## src/rtl/pipe_ctrl_pkg.sv

```systemverilog
// Shared types for the pipeline control blocks: FSM state encoding, watchdog width and the
// branch command used by both hazard detection and the stall controller.
package pipe_ctrl_pkg;

    typedef enum logic [1:0] {ST_RUN, ST_MEM_WAIT, ST_FLUSH} pipe_state_t;

    localparam int unsigned WDOG_W = 8;

    typedef enum logic [1:0] {BR_NONE, BR_TAKEN, BR_PENDING} brcmd_t;

endpackage

```

## src/rtl/pipeline_stall_ctrl_if.sv

```systemverilog
// Pipeline control bundle: hazard/branch/memory status in, per-stage freeze/bubble/flush
// controls and stall statistics out. The controller sits on the slave modport.
interface pipeline_stall_ctrl_if #(
    parameter int unsigned CNT_W = 32
);
    logic             hazard_detected;
    logic             branch_taken;
    logic             mem_req;
    logic             mem_ready;
    logic             pc_freeze;
    logic             ifid_freeze;
    logic             ifid_flush;
    logic             idex_bubble;
    logic             exmem_freeze;
    logic             memwb_bubble;
    logic             stall_timeout;
    logic [CNT_W-1:0] stall_cycles;
    logic [CNT_W-1:0] flush_cycles;

    modport master (
        output hazard_detected, branch_taken, mem_req, mem_ready,
        input  pc_freeze, ifid_freeze, ifid_flush, idex_bubble, exmem_freeze, memwb_bubble,
        input  stall_timeout, stall_cycles, flush_cycles
    );

    modport slave (
        input  hazard_detected, branch_taken, mem_req, mem_ready,
        output pc_freeze, ifid_freeze, ifid_flush, idex_bubble, exmem_freeze, memwb_bubble,
        output stall_timeout, stall_cycles, flush_cycles
    );

endinterface

```

## src/rtl/pipe_perf_counter.sv

```systemverilog
// Free-running wrapping event counter with asynchronous active-high reset.
module pipe_perf_counter #(
    parameter int unsigned CNT_W = 32
) (
    input  logic             clk,
    input  logic             rst,
    input  logic             en_i,
    output logic [CNT_W-1:0] count_o
);

    logic [CNT_W-1:0] cnt_d, cnt_q;

    always_comb begin
        cnt_d = cnt_q;
        if (en_i) cnt_d = cnt_q + CNT_W'(1);
    end

    always_ff @(posedge clk or posedge rst) begin
        if (rst) cnt_q <= '0;
        else     cnt_q <= cnt_d;
    end

    assign count_o = cnt_q;

endmodule

```

## src/rtl/pipeline_stall_ctrl.sv

```systemverilog
// Pipeline freeze/bubble/flush sequencer with sticky hazard-stall watchdog.
// Define PIPE_PERF_CNT_EN to build the stall/flush performance counters; otherwise they read 0.
module pipeline_stall_ctrl
    import pipe_ctrl_pkg::*;
#(
    parameter int unsigned FLUSH_CYCLES = 1,
    parameter int unsigned MAX_STALL    = 15,
    parameter int unsigned CNT_W        = 32
) (
    input logic                   clk,
    input logic                   rst,
    pipeline_stall_ctrl_if.slave  bus
);

    localparam logic [2:0]        FlushLoad  = 3'(FLUSH_CYCLES - 1);
    localparam logic              FlushMulti = (FLUSH_CYCLES > 1);
    localparam logic [WDOG_W-1:0] WdogMax    = WDOG_W'(MAX_STALL);

    pipe_state_t       state_d, state_q;
    logic [2:0]        fcnt_d, fcnt_q;
    logic              pend_d, pend_q;
    logic [WDOG_W-1:0] wdog_d, wdog_q;
    logic              timeout_d, timeout_q;

    brcmd_t br_cmd;
    logic   mem_stall, hz_stall;
    logic   pc_frz, ifid_frz, ifid_fl, idex_bub, exmem_frz, memwb_bub;

    always_comb begin
        state_d   = state_q;
        fcnt_d    = fcnt_q;
        pend_d    = pend_q;
        br_cmd    = BR_NONE;
        hz_stall  = 1'b0;
        pc_frz    = 1'b0;
        ifid_frz  = 1'b0;
        ifid_fl   = 1'b0;
        idex_bub  = 1'b0;
        exmem_frz = 1'b0;
        memwb_bub = 1'b0;
        mem_stall = bus.mem_req && !bus.mem_ready;

        // Outputs are gated by rst so an asserted reset silences them without waiting for a clock.
        if (!rst) begin
            case (state_q)
                ST_RUN: begin
                    if (bus.branch_taken) br_cmd = BR_TAKEN;
                    else if (pend_q)      br_cmd = BR_PENDING;
                    if (mem_stall) begin
                        {pc_frz, ifid_frz, exmem_frz, memwb_bub} = 4'b1111;
                        pend_d  = (br_cmd != BR_NONE);
                        state_d = ST_MEM_WAIT;
                    end else if (br_cmd != BR_NONE) begin
                        ifid_fl  = 1'b1;
                        idex_bub = 1'b1;
                        fcnt_d   = FlushLoad;
                        pend_d   = 1'b0;
                        state_d  = FlushMulti ? ST_FLUSH : ST_RUN;
                    end else if (bus.hazard_detected) begin
                        {pc_frz, ifid_frz, idex_bub} = 3'b111;
                        hz_stall = 1'b1;
                    end
                end
                ST_MEM_WAIT: begin
                    if (bus.branch_taken) pend_d = 1'b1;
                    if (!bus.mem_ready) {pc_frz, ifid_frz, exmem_frz, memwb_bub} = 4'b1111;
                    else                state_d = ST_RUN;
                end
                ST_FLUSH: begin
                    // Preempting memory wait drops the partial flush; pending replays it in full.
                    if (mem_stall) begin
                        {pc_frz, ifid_frz, exmem_frz, memwb_bub} = 4'b1111;
                        pend_d  = 1'b1;
                        state_d = ST_MEM_WAIT;
                    end else begin
                        ifid_fl = 1'b1;
                        if (bus.branch_taken) begin
                            fcnt_d = FlushLoad;
                        end else begin
                            fcnt_d = fcnt_q - 3'd1;
                            if (fcnt_q <= 3'd1) state_d = ST_RUN;
                        end
                    end
                end
                default: state_d = ST_RUN;
            endcase
        end

        wdog_d = '0;
        if (hz_stall) wdog_d = (wdog_q == '1) ? wdog_q : wdog_q + WDOG_W'(1);
        timeout_d = timeout_q | (hz_stall && (wdog_d >= WdogMax));
    end

    always_ff @(posedge clk or posedge rst) begin
        if (rst) begin
            state_q   <= ST_RUN;
            fcnt_q    <= '0;
            pend_q    <= 1'b0;
            wdog_q    <= '0;
            timeout_q <= 1'b0;
        end else begin
            state_q   <= state_d;
            fcnt_q    <= fcnt_d;
            pend_q    <= pend_d;
            wdog_q    <= wdog_d;
            timeout_q <= timeout_d;
        end
    end

    assign bus.pc_freeze     = pc_frz;
    assign bus.ifid_freeze   = ifid_frz;
    assign bus.ifid_flush    = ifid_fl;
    assign bus.idex_bubble   = idex_bub;
    assign bus.exmem_freeze  = exmem_frz;
    assign bus.memwb_bubble  = memwb_bub;
    assign bus.stall_timeout = timeout_q;

`ifdef PIPE_PERF_CNT_EN
    logic [CNT_W-1:0] stall_cnt, flush_cnt;

    pipe_perf_counter #(.CNT_W(CNT_W)) u_stall_cnt (
        .clk     (clk),
        .rst     (rst),
        .en_i    (pc_frz),
        .count_o (stall_cnt)
    );

    pipe_perf_counter #(.CNT_W(CNT_W)) u_flush_cnt (
        .clk     (clk),
        .rst     (rst),
        .en_i    (ifid_fl),
        .count_o (flush_cnt)
    );

    assign bus.stall_cycles = stall_cnt;
    assign bus.flush_cycles = flush_cnt;
`else
    assign bus.stall_cycles = {CNT_W{1'b0}};
    assign bus.flush_cycles = {CNT_W{1'b0}};
`endif

endmodule

```

## src/flat_wrapper.sv

```systemverilog
// flat-port wrapper written by rule: the top's interface ports become plain ports
module pipeline_stall_ctrl_flat import pipe_ctrl_pkg::*;
#(
    parameter int unsigned FLUSH_CYCLES = 1,
    parameter int unsigned MAX_STALL    = 15,
    parameter int unsigned CNT_W        = 32
)
  (clk, rst, bus_hazard_detected, bus_branch_taken, bus_mem_req, bus_mem_ready, bus_pc_freeze, bus_ifid_freeze, bus_ifid_flush, bus_idex_bubble, bus_exmem_freeze, bus_memwb_bubble, bus_stall_timeout, bus_stall_cycles, bus_flush_cycles);
  pipeline_stall_ctrl_if #(.CNT_W(CNT_W)) bus_i ();
  input logic clk;
  input logic rst;
  input wire logic [$bits(bus_i.hazard_detected)-1:0] bus_hazard_detected;
  input wire logic [$bits(bus_i.branch_taken)-1:0] bus_branch_taken;
  input wire logic [$bits(bus_i.mem_req)-1:0] bus_mem_req;
  input wire logic [$bits(bus_i.mem_ready)-1:0] bus_mem_ready;
  output wire logic [$bits(bus_i.pc_freeze)-1:0] bus_pc_freeze;
  output wire logic [$bits(bus_i.ifid_freeze)-1:0] bus_ifid_freeze;
  output wire logic [$bits(bus_i.ifid_flush)-1:0] bus_ifid_flush;
  output wire logic [$bits(bus_i.idex_bubble)-1:0] bus_idex_bubble;
  output wire logic [$bits(bus_i.exmem_freeze)-1:0] bus_exmem_freeze;
  output wire logic [$bits(bus_i.memwb_bubble)-1:0] bus_memwb_bubble;
  output wire logic [$bits(bus_i.stall_timeout)-1:0] bus_stall_timeout;
  output wire logic [$bits(bus_i.stall_cycles)-1:0] bus_stall_cycles;
  output wire logic [$bits(bus_i.flush_cycles)-1:0] bus_flush_cycles;
  assign bus_i.hazard_detected = bus_hazard_detected;
  assign bus_i.branch_taken = bus_branch_taken;
  assign bus_i.mem_req = bus_mem_req;
  assign bus_i.mem_ready = bus_mem_ready;
  assign bus_pc_freeze = bus_i.pc_freeze;
  assign bus_ifid_freeze = bus_i.ifid_freeze;
  assign bus_ifid_flush = bus_i.ifid_flush;
  assign bus_idex_bubble = bus_i.idex_bubble;
  assign bus_exmem_freeze = bus_i.exmem_freeze;
  assign bus_memwb_bubble = bus_i.memwb_bubble;
  assign bus_stall_timeout = bus_i.stall_timeout;
  assign bus_stall_cycles = bus_i.stall_cycles;
  assign bus_flush_cycles = bus_i.flush_cycles;
  pipeline_stall_ctrl #(.FLUSH_CYCLES(FLUSH_CYCLES), .MAX_STALL(MAX_STALL), .CNT_W(CNT_W)) u_core (.clk(clk), .rst(rst), .bus(bus_i));
endmodule
```

## config.mk

```make
export PLATFORM = sky130hd
export DESIGN_NAME = pipeline_stall_ctrl_flat
export DESIGN_NICKNAME = d
export VERILOG_FILES = /design/src/rtl/pipe_ctrl_pkg.sv /design/src/rtl/pipeline_stall_ctrl_if.sv /design/src/rtl/pipe_perf_counter.sv /design/src/rtl/pipeline_stall_ctrl.sv /design/src/flat_wrapper.sv
export SDC_FILE = /design/constraint.sdc
export NUM_CORES = 1
export LEC_CHECK = 0
export ABC_AREA = 1
export CORE_MARGIN = 5
export CORE_UTILIZATION = 38
export DETAILED_ROUTE_END_ITERATION = 10
export GPL_TIMING_DRIVEN = 0
export PLACE_DENSITY_LB_ADDON = 0.1
export SKIP_CTS_REPAIR_TIMING = 1
export SYNTH_ARGS = -nofsm -noshare
export SYNTH_HDL_FRONTEND = slang
export SYNTH_SLANG_ARGS = --single-unit
```

## constraint.sdc

```tcl
create_clock -name clk -period 1.8 [get_ports clk]
set_input_delay 0.27 -clock clk [delete_from_list [all_inputs] [get_ports clk]]
set_output_delay 0.27 -clock clk [all_outputs]
set_load 0.05 [all_outputs]
```

==> flow_metrics.tcl, run 1 <==
set metrics [dict create \
    status "completed" \
    cap_violations 0 \
    hpwl_um 1960 \
    start_kind "primary input" \
    synth_simple_gate_area_share_pct 26.2 \
    ys_ff_latch 11 \
    start_util_pct 38.6 \
    hold_class "primary input to asynchronous set/reset pin" \
    cts_root_buffer "clkbuf_4" \
    max_freq_mhz 563 \
    synthArstFlopShare_pct 100 \
    fin_crit_ns 1.78 \
    synth_compound_area_share_pct 3.95 \
    synthFlopType "dfrtp_1" \
    power.density_nw_per_um2 550 \
    core_um2 3280 \
    io_pins 77 \
    crit_arrival_ns 1.51 \
    muxShareOfSynthArea_pct 0 \
    diodes 0 \
    grt-ovfl-total 0 \
    crit_type "primary input to output pin" \
    crit_start "bus_mem_req" \
    synth_fa_ha_area_share_pct 0.987 \
    gp_congestion 0.776 \
    htreeDepth 1 \
    die_y_um 67.8 \
    grt_pass1_vias 827 \
    r2r_setup_slack_ns 0.35 \
    final_hold_viol_count 0 \
    drive_gt1_share_pct 36.7 \
    critPathMaxStageDelay_ns 0.47 \
    numCtsBuffers 3 \
    skew_ns 0.000644 \
    vias_per_cell 3.25 \
    route.detailed.drc 0 \
    slew_headroom_pct 66.4 \
    synth-edff-count 0 \
    cp_common_cell "nor2_4" \
    tightestPinTransition_ns 0.503 \
    yosys.area.top_type_share_pct 39.1 \
    required_ns 1.53 \
    vdd_drop_max_v 0.000303 \
    synth_top_family_by_area "buffers and inverters" \
    dr.pass1.iters 4 \
    syn_to_final_growth_pct 37.1 \
    postRouteAntennaNets 0 \
    reg2reg_from "u_core.wdog_q[0]" \
    yosysSeqAreaShare_pct 21.7 \
    tns_ns 0 \
    post_synth.cell_area_avg_um2 7.28 \
    cpLargestDelayFamily "buffers and inverters" \
    placed_cells 295 \
    synthXorXnorAreaFrac_pct 0.691 \
    die_w_um 67.8 \
    reg2reg_depth 9 \
    slowest_stage "clkdlybuf4s50_1" \
    wl_per_cell_um 7.17 \
    cts_tree "built" \
    synth_top_area_cell "buf_4" \
    vias 983 \
    rsz0062_at_grt "true" \
    netlist_instances 174 \
    synth_area_um2 1270 \
    netlist_top_cells_count "66 x buf_4, 30 x nand2_1, 21 x inv_1" \
    drtIter0Drc 13 \
    critPathMaxFanout 3 \
    clk_pin_slew_ns 0.07 \
    stdcell_count 302 \
    layout.nets 264 \
    antenna_found_initial 0 \
    crit_chain "clkdlybuf4s50_1 > nor2_4 > nor2_4 > a31o_4 > buf_4 > clkbuf_2" \
    die_area_um2 4590 \
    crit_buf_inv 3 \
    yosysUniqueCellTypes 25 \
    grt_pass1_wl_um 3220 \
    report.final.slew_viol_count 0 \
    cts.sinks 11 \
    grt_max_degree 13 \
    synth.area.top_cells "buf_4 39%, dfrtp_1 22%, nand2_1 8.9%" \
    io_buffers 12 \
    reg2reg_to "u_core.bus.stall_timeout" \
    wirelength_um 2160 \
    groute.usage.overall_pct 8.94 \
    clk-insertion-delay-late_ns 0.26 \
    rows 21 \
    synth_most_common_cell "buf_4" \
    fillCellCount 348 \
    p_leak_nw 1.14 \
    clock_path_buffers 2 \
    setup_viol 0 \
    period_share_pct 98.7 \
    endpoint_kind "output pin" \
    yosysWarnings 0 \
    post-route-util_pct 52.9 \
]
==> area by class of cell <==
class / count / area, µm² / share of cell area, %
Inverter: 24 / 93.8 / 5.40
Clock buffer: 4 / 26.3 / 1.51
Sequential cell: 11 / 275 / 15.8
Multi-Input combinational cell: 136 / 667 / 38.4
Buffer: 66 / 495 / 28.5
Timing Repair Buffer: 15 / 123 / 7.06
Tap cell: 46 / 57.6 / 3.31
==> cell families (layout without fill, tap and decap cells) <==
kind of cell,count (synthesis),after routing
buf+inv,90,109
simple gates,62,62
flops,11,11
compound gates,8,8
fa+ha+maj,1,1
other cells,1,64
xor+xnor,1,1
==> stage by stage <==
step / area [µm²] / hold slack (ns) / total power [mW] / setup slack (ns)
floorplan: 1520 / 0.130 / 0.749 / 0.0307
global placement: 1700 / 0.480 / 0.790 / -1.02
detailed placement: 1700 / 0.482 / 0.792 / -1.04
CTS: 1720 / 0.490 / 0.960 / -1.04
global route: 1740 / 0.146 / 1.01 / -0.0503
finish: 1740 / 0.131 / 0.955 / 0.0225
==> registers in the layout (all words and copies together) (netlist names) <==
signal	count
u_core.bus.stall_timeout	1
u_core.pend_q	1
u_core.state_q	1
u_core.wdog_q	8
==> cells in the final DEF (no fill, tap or decap) <==
cell type	count
nor2_4	6
nand3b_1	1
ha_1	1
inv_2	1
nor2_2	1
o21bai_1	1
nand2_4	2
o21ai_1	1
o21ai_0	1
o41ai_1	1
buf_4	69
nand4_1	1
a31o_4	1
nand2_1	30
clkbuf_4	3
clkdlybuf4s50_1	5
inv_1	20
conb_1	64
nand3_2	2
dlymetal6s2s_1	2
clkbuf_2	5
nand3_1	9
a21oi_1	3
dfrtp_1	11
clkbuf_1	1
clkinv_1	2
nand2_2	2
clkinvlp_4	1
nor2_8	1
nor2_1	7
xnor2_1	1
==> worst reg2reg max path, delay by kind of cell, from the launching register on <==
family	cells	cell delay, ns
fa+ha+maj	1	0.25
simple gates	8	0.68
flops	1	0.42
==> routing by layer <==
layer	routed length, µm	track usage [%]	share of wire, %
met1	801	10.0	37
met2	1050	15.7	48
met3	306	3.00	14
met4	8	3.04	0.37
met5	0	0	0
==> report_power, final <==
group	total (mW)	switching (mW)	leakage [nW]	internal (mW)
Combinational	0.531	0.391	0.975	0.139
Clock	0.163	0.0774	0.0150	0.0855
Sequential	0.262	0.00879	0.146	0.253
==> worst max-delay path by stage <==
| stage | to | cells past startpoint |
|---|---|---|
| 4_1_cts | bus_pc_freeze | 7 |
| 3_5_place_dp | bus_pc_freeze | 7 |
| 5_1_grt | bus_pc_freeze | 5 |
| 3_3_place_gp | bus_pc_freeze | 7 |
| 6_report | bus_pc_freeze | 6 |
| 2_1_floorplan | bus_pc_freeze | 5 |
No activity file was read; power rests on OpenSTA's default activity.
==> run 2, diff against run 1 <==
Settings changed: CORE_UTILIZATION 38 to 34.
Clock period 1.8 ns to 1.6 ns, I/O delays scaled along.
==> run 2 against run 1 <==
The run now ends with setup timing left. Non-clock buffer count is 1 higher. First-iteration DRC count is 7.7% higher. Utilization is 3.6 points lower. Clock-buffer cell count stayed put. Via count is 1.4% higher. Worst setup slack worse by 0.034 ns. Sequential share of layout area is 0.39 points lower. Cell count is 0.99% higher. Clock power is 66% higher. Largest cell class unchanged. Cell area is 3.0% higher. Sequential power is 13% higher. Global-route usage is 1.1 points lower.
==> flow_metrics.tcl, run 2 (synthesized netlist as in run 1, its figures left out) <==
set metrics [dict create \
    postPlaceCellArea_um2 1710 \
    fillCellCount 388 \
    reg2reg_from "u_core.wdog_q[0]" \
    design_area_um2 1790 \
    diodes 0 \
    crit_arrival_ns 1.37 \
    required_ns 1.36 \
    start_util_pct 34.9 \
    syn_to_final_growth_pct 41.3 \
    gp_congestion 0.699 \
    numCtsBuffers 3 \
    grt_pass1_wl_um 3330 \
    mostFrequentLayoutCell "buf_4" \
    tightestPinTransition_ns 0.512 \
    clk-insertion-delay-late_ns 0.23 \
    rows 22 \
    placed_cells 297 \
    die_y_um 71.1 \
    r2r_setup_slack_ns 0.16 \
    die_w_um 71.1 \
    antenna_found_initial 0 \
    max_freq_mhz 621 \
    stdcell_count 305 \
    fin_crit_ns 1.61 \
    regMostFlops "u_core.wdog_q" \
    critPathMaxFanout 6 \
    vias_per_cell 3.27 \
    largest_reg_flops 8 \
    cap_violations 0 \
    groute.usage.overall_pct 7.83 \
    dr.pass1.iters 3 \
    vias 997 \
    reg2reg_depth 9 \
    report.final.slew_viol_count 0 \
    rsz0062_at_grt "true" \
    grt-ovfl-total 0 \
    finalWorstSetupSlack_ns -0.0114 \
    wl_per_cell_um 7.00 \
    final_cell_mix "70 x buf_4, 64 x conb_1, 29 x nand2_1" \
    setup_viol 1 \
    vdd_drop_max_v 0.000406 \
    period_share_pct 101 \
    cts_root_buffer "clkbuf_8" \
    reg2reg_to "u_core.bus.stall_timeout" \
    violations "setup timing" \
    cts.sinks 11 \
    skew_ns 0.00367 \
    wirelength_um 2130 \
    post-route-util_pct 49.3 \
    core_um2 3630 \
    layout.nets 265 \
    die_area_um2 5050 \
    start_kind "flop" \
    grt_max_degree 13 \
    cts_tree "built" \
    clk_pin_slew_ns 0.05 \
    endpoint_kind "output pin" \
    htreeDepth 1 \
    route.detailed.drc 0 \
    status "finished with violations" \
    hpwl_um 1940 \
    postRouteAntennaNets 0 \
    multiInputGateArea_um2 678 \
    final_hold_viol_count 0 \
    io_pins 77 \
    slew_headroom_pct 65.8 \
    io_buffers 12 \
    drive_gt1_share_pct 38.5 \
    drtIter0Drc 14 \
    p_leak_nw 1.15 \
    finalPower_mw 1.17 \
    crit_type "flop to output pin" \
    grt_pass1_vias 835 \
    power.density_nw_per_um2 656 \
    clock_path_buffers 2 \
    ff_latch_area_um2 277 \
    hold_class "primary input to asynchronous set/reset pin" \
]
-- run 2: final cells by class --
type,instances,area share [%]
timing repair buffer,16,7.90
clock buffer,4,2.52
sequential,11,15.4
tap,48,3.35
multi-input combinational,136,37.9
buffer,66,27.7
inverter,24,5.24
-- run 2: critical path: stages (launching register included) --
cell and delay (ns):
dfrtp_2 0.46, nor2_4 0.16, nor2_4 0.05, a31o_4 0.20
buf_4 0.13, buf_6 0.14
-- run 2: how the worst max path moves through the flow --
stage	from	slack, ns	to	cells past startpoint
global placement	rst	-1.19	bus_pc_freeze	7
global route	rst	-0.06	bus_pc_freeze	7
detailed placement	rst	-1.19	bus_pc_freeze	7
CTS	rst	-1.20	bus_pc_freeze	7
finish	u_core.state_q[0]	-0.01	bus_pc_freeze	5
floorplan	rst	0.03	bus_pc_freeze	5
-- run 2: report_power, final --
group	switching (mW)	leakage [nW]	internal (mW)
Clock	0.0967	0.0228	0.174
Combinational	0.443	0.982	0.165
Sequential	0.00984	0.145	0.286
Total	0.549	1.15	0.625
-- run 2: routing by layer --
layer	track usage, %	vias up	wire (µm)
li1	-	562	-
met1	9.15	386	848
met2	13.2	45	989
met3	2.56	4	270
met4	3.13	0	25
met5	0	-	0
-- run 2: stage by stage --
step | setup slack [ns] | setup TNS, ns | hold slack [ns]
6_report | -0.0114 | -0.0114 | 0.0413
5_1_grt | -0.0639 | -0.0639 | 0.0531
4_1_cts | -1.20 | -5.53 | 0.478
3_5_place_dp | -1.19 | -5.61 | 0.489
3_3_place_gp | -1.19 | -5.64 | 0.485
2_1_floorplan | 0.0290 | 0 | 0.0398
==> run 3, diff against run 2 <==
Settings changed: REMOVE_ABC_BUFFERS set to 1.
==> run 3 against run 2 <==
Clock power fell by 3%. Register-to-register slack about the same. Critical path depth is the same. Clock skew down 0.0032 ns. Flip-flop and latch count is the same. Power down 13%. Highest routed layer unchanged. Utilization decreased by 15 points. Wire length down 7.0%. Cell count fell by 22%. Die area did not move. Via count is 16% lower. Largest power group unchanged. The run now ends clean. First-iteration DRC count grew 100%.
==> flow_metrics.tcl, run 3 (synthesized netlist as in run 1, its figures left out) <==
set metrics [dict create \
    status "completed" \
    drtIter0Drc 28 \
    slew_headroom_pct 66.3 \
    wirelength_um 1990 \
    diodes 0 \
    largest_reg_flops 8 \
    multiInputGateArea_um2 648 \
    core_um2 3630 \
    fin_crit_ns 1.55 \
    cts_root_buffer "clkbuf_8" \
    grt_max_degree 13 \
    numCtsBuffers 3 \
    setup_viol 0 \
    holdWs_ns 0.141 \
    power.density_nw_per_um2 818 \
    mostFrequentLayoutCell "conb_1" \
    hold_class "primary input to asynchronous set/reset pin" \
    grt-ovfl-total 0 \
    route.detailed.drc 0 \
    critPathMaxFanout 3 \
    syn_to_final_growth_pct -1.28 \
    tightestPinTransition_ns 0.504 \
    period_share_pct 97.0 \
    reg2reg_from "u_core.wdog_q[0]" \
    rsz0062_at_grt "false" \
    tns_ns 0 \
    cap_violations 0 \
    placed_cells 231 \
    die_area_um2 5050 \
    clk-insertion-delay-late_ns 0.23 \
    critPathMaxStageDelay_ns 0.46 \
    skew_ns 0.000439 \
    cts_tree "built" \
    cts.sinks 11 \
    clock_path_buffers 2 \
    grt_pass1_wl_um 3160 \
    report.final.slew_viol_count 0 \
    crit_type "primary input to output pin" \
    groute.usage.overall_pct 7.57 \
    max_freq_mhz 645 \
    crit_buf_inv 2 \
    io_buffers 12 \
    vdd_drop_max_v 0.000260 \
    crit_start "bus_mem_req" \
    slowest_stage "clkdlybuf4s50_1" \
    drive_gt1_share_pct 15.8 \
    io_pins 77 \
    cpLargestDelayFamily "buffers and inverters" \
    start_kind "primary input" \
    ff_latch_area_um2 277 \
    vias 837 \
    fillCellCount 421 \
    pre_cts_ws_ns -1.13 \
    stdcell_count 238 \
    grt_pass1_vias 783 \
    required_ns 1.36 \
    dr.pass1.iters 4 \
    htreeDepth 1 \
    postPlaceCellArea_um2 1190 \
    hpwl_um 1790 \
    wl_per_cell_um 8.34 \
    regMostFlops "u_core.wdog_q" \
    die_w_um 71.1 \
    post-route-util_pct 34.4 \
    p_leak_nw 0.766 \
    vias_per_cell 3.52 \
    die_y_um 71.1 \
    antenna_found_initial 0 \
    start_util_pct 34.9 \
    gp_congestion 0.809 \
    finalPower_mw 1.02 \
    crit_arrival_ns 1.31 \
    endpoint_kind "output pin" \
    crit_chain "clkdlybuf4s50_1 > nor2_2 > nor2_2 > a31o_2 > buf_4" \
    postRouteAntennaNets 0 \
    final_cell_mix "64 x conb_1, 30 x nand2_1, 20 x inv_1" \
    final_hold_viol_count 0 \
    cp_common_cell "nor2_2" \
    finalWorstSetupSlack_ns 0.0485 \
    clk_pin_slew_ns 0.05 \
    design_area_um2 1250 \
    layout.nets 198 \
    rows 22 \
]
-- run 3: cell types whose count changed in the layout (fill, tap and decap cells not counted), sizes merged --
cell and change:
buf -67, clkdlybuf4s50 +1, dlymetal6s2s -1
-- run 3: routing by layer --
layer  track usage (%)  routed length [µm]  vias up
met1              7.78                 703      370
li1                  -                   -      426
met5                 0                   0        -
met3              1.70                 211        2
met2              14.5                1060       39
met4              3.13                   9        0
-- run 3: cell type report --
type,count,area share [%]
multi-input cells,136,51.8
flip-flops and latches,11,22.1
repair buffers,15,10.2
inverters,24,7.50
well taps,48,4.80
clock buffers,4,3.60
-- run 3: report_power, final --
| group | internal, mW | switching, mW | total (mW) |
|---|---|---|---|
| logic | 0.0470 | 0.418 | 0.466 |
| clock network | 0.174 | 0.0894 | 0.263 |
| registers | 0.286 | 0.00897 | 0.295 |
-- run 3: path summary, 6_finish.rpt --
path                                                 end  slack, ns  cells after the start
min in group clk                       u_core.state_q[0]       0.42                      3
worst min-delay path                       u_core.pend_q       0.14                      3
max in group asynchronous              u_core.state_q[0]       1.26                      3
worst min register to register  u_core.bus.stall_timeout       0.48                      2
worst max-delay path                       bus_pc_freeze       0.05                      5
worst max register to register  u_core.bus.stall_timeout       0.16                      9
-- run 3: worst register-to-register path, stage by stage (launching register included) --
cell and delay [ns]:
dfrtp_1 0.41, ha_1 0.25, nand2_2 0.12, nor2_4 0.06
nand2_4 0.10, nand3_1 0.09, nand2_1 0.08, nand2_1 0.05
nor2_1 0.09, nand3_1 0.07
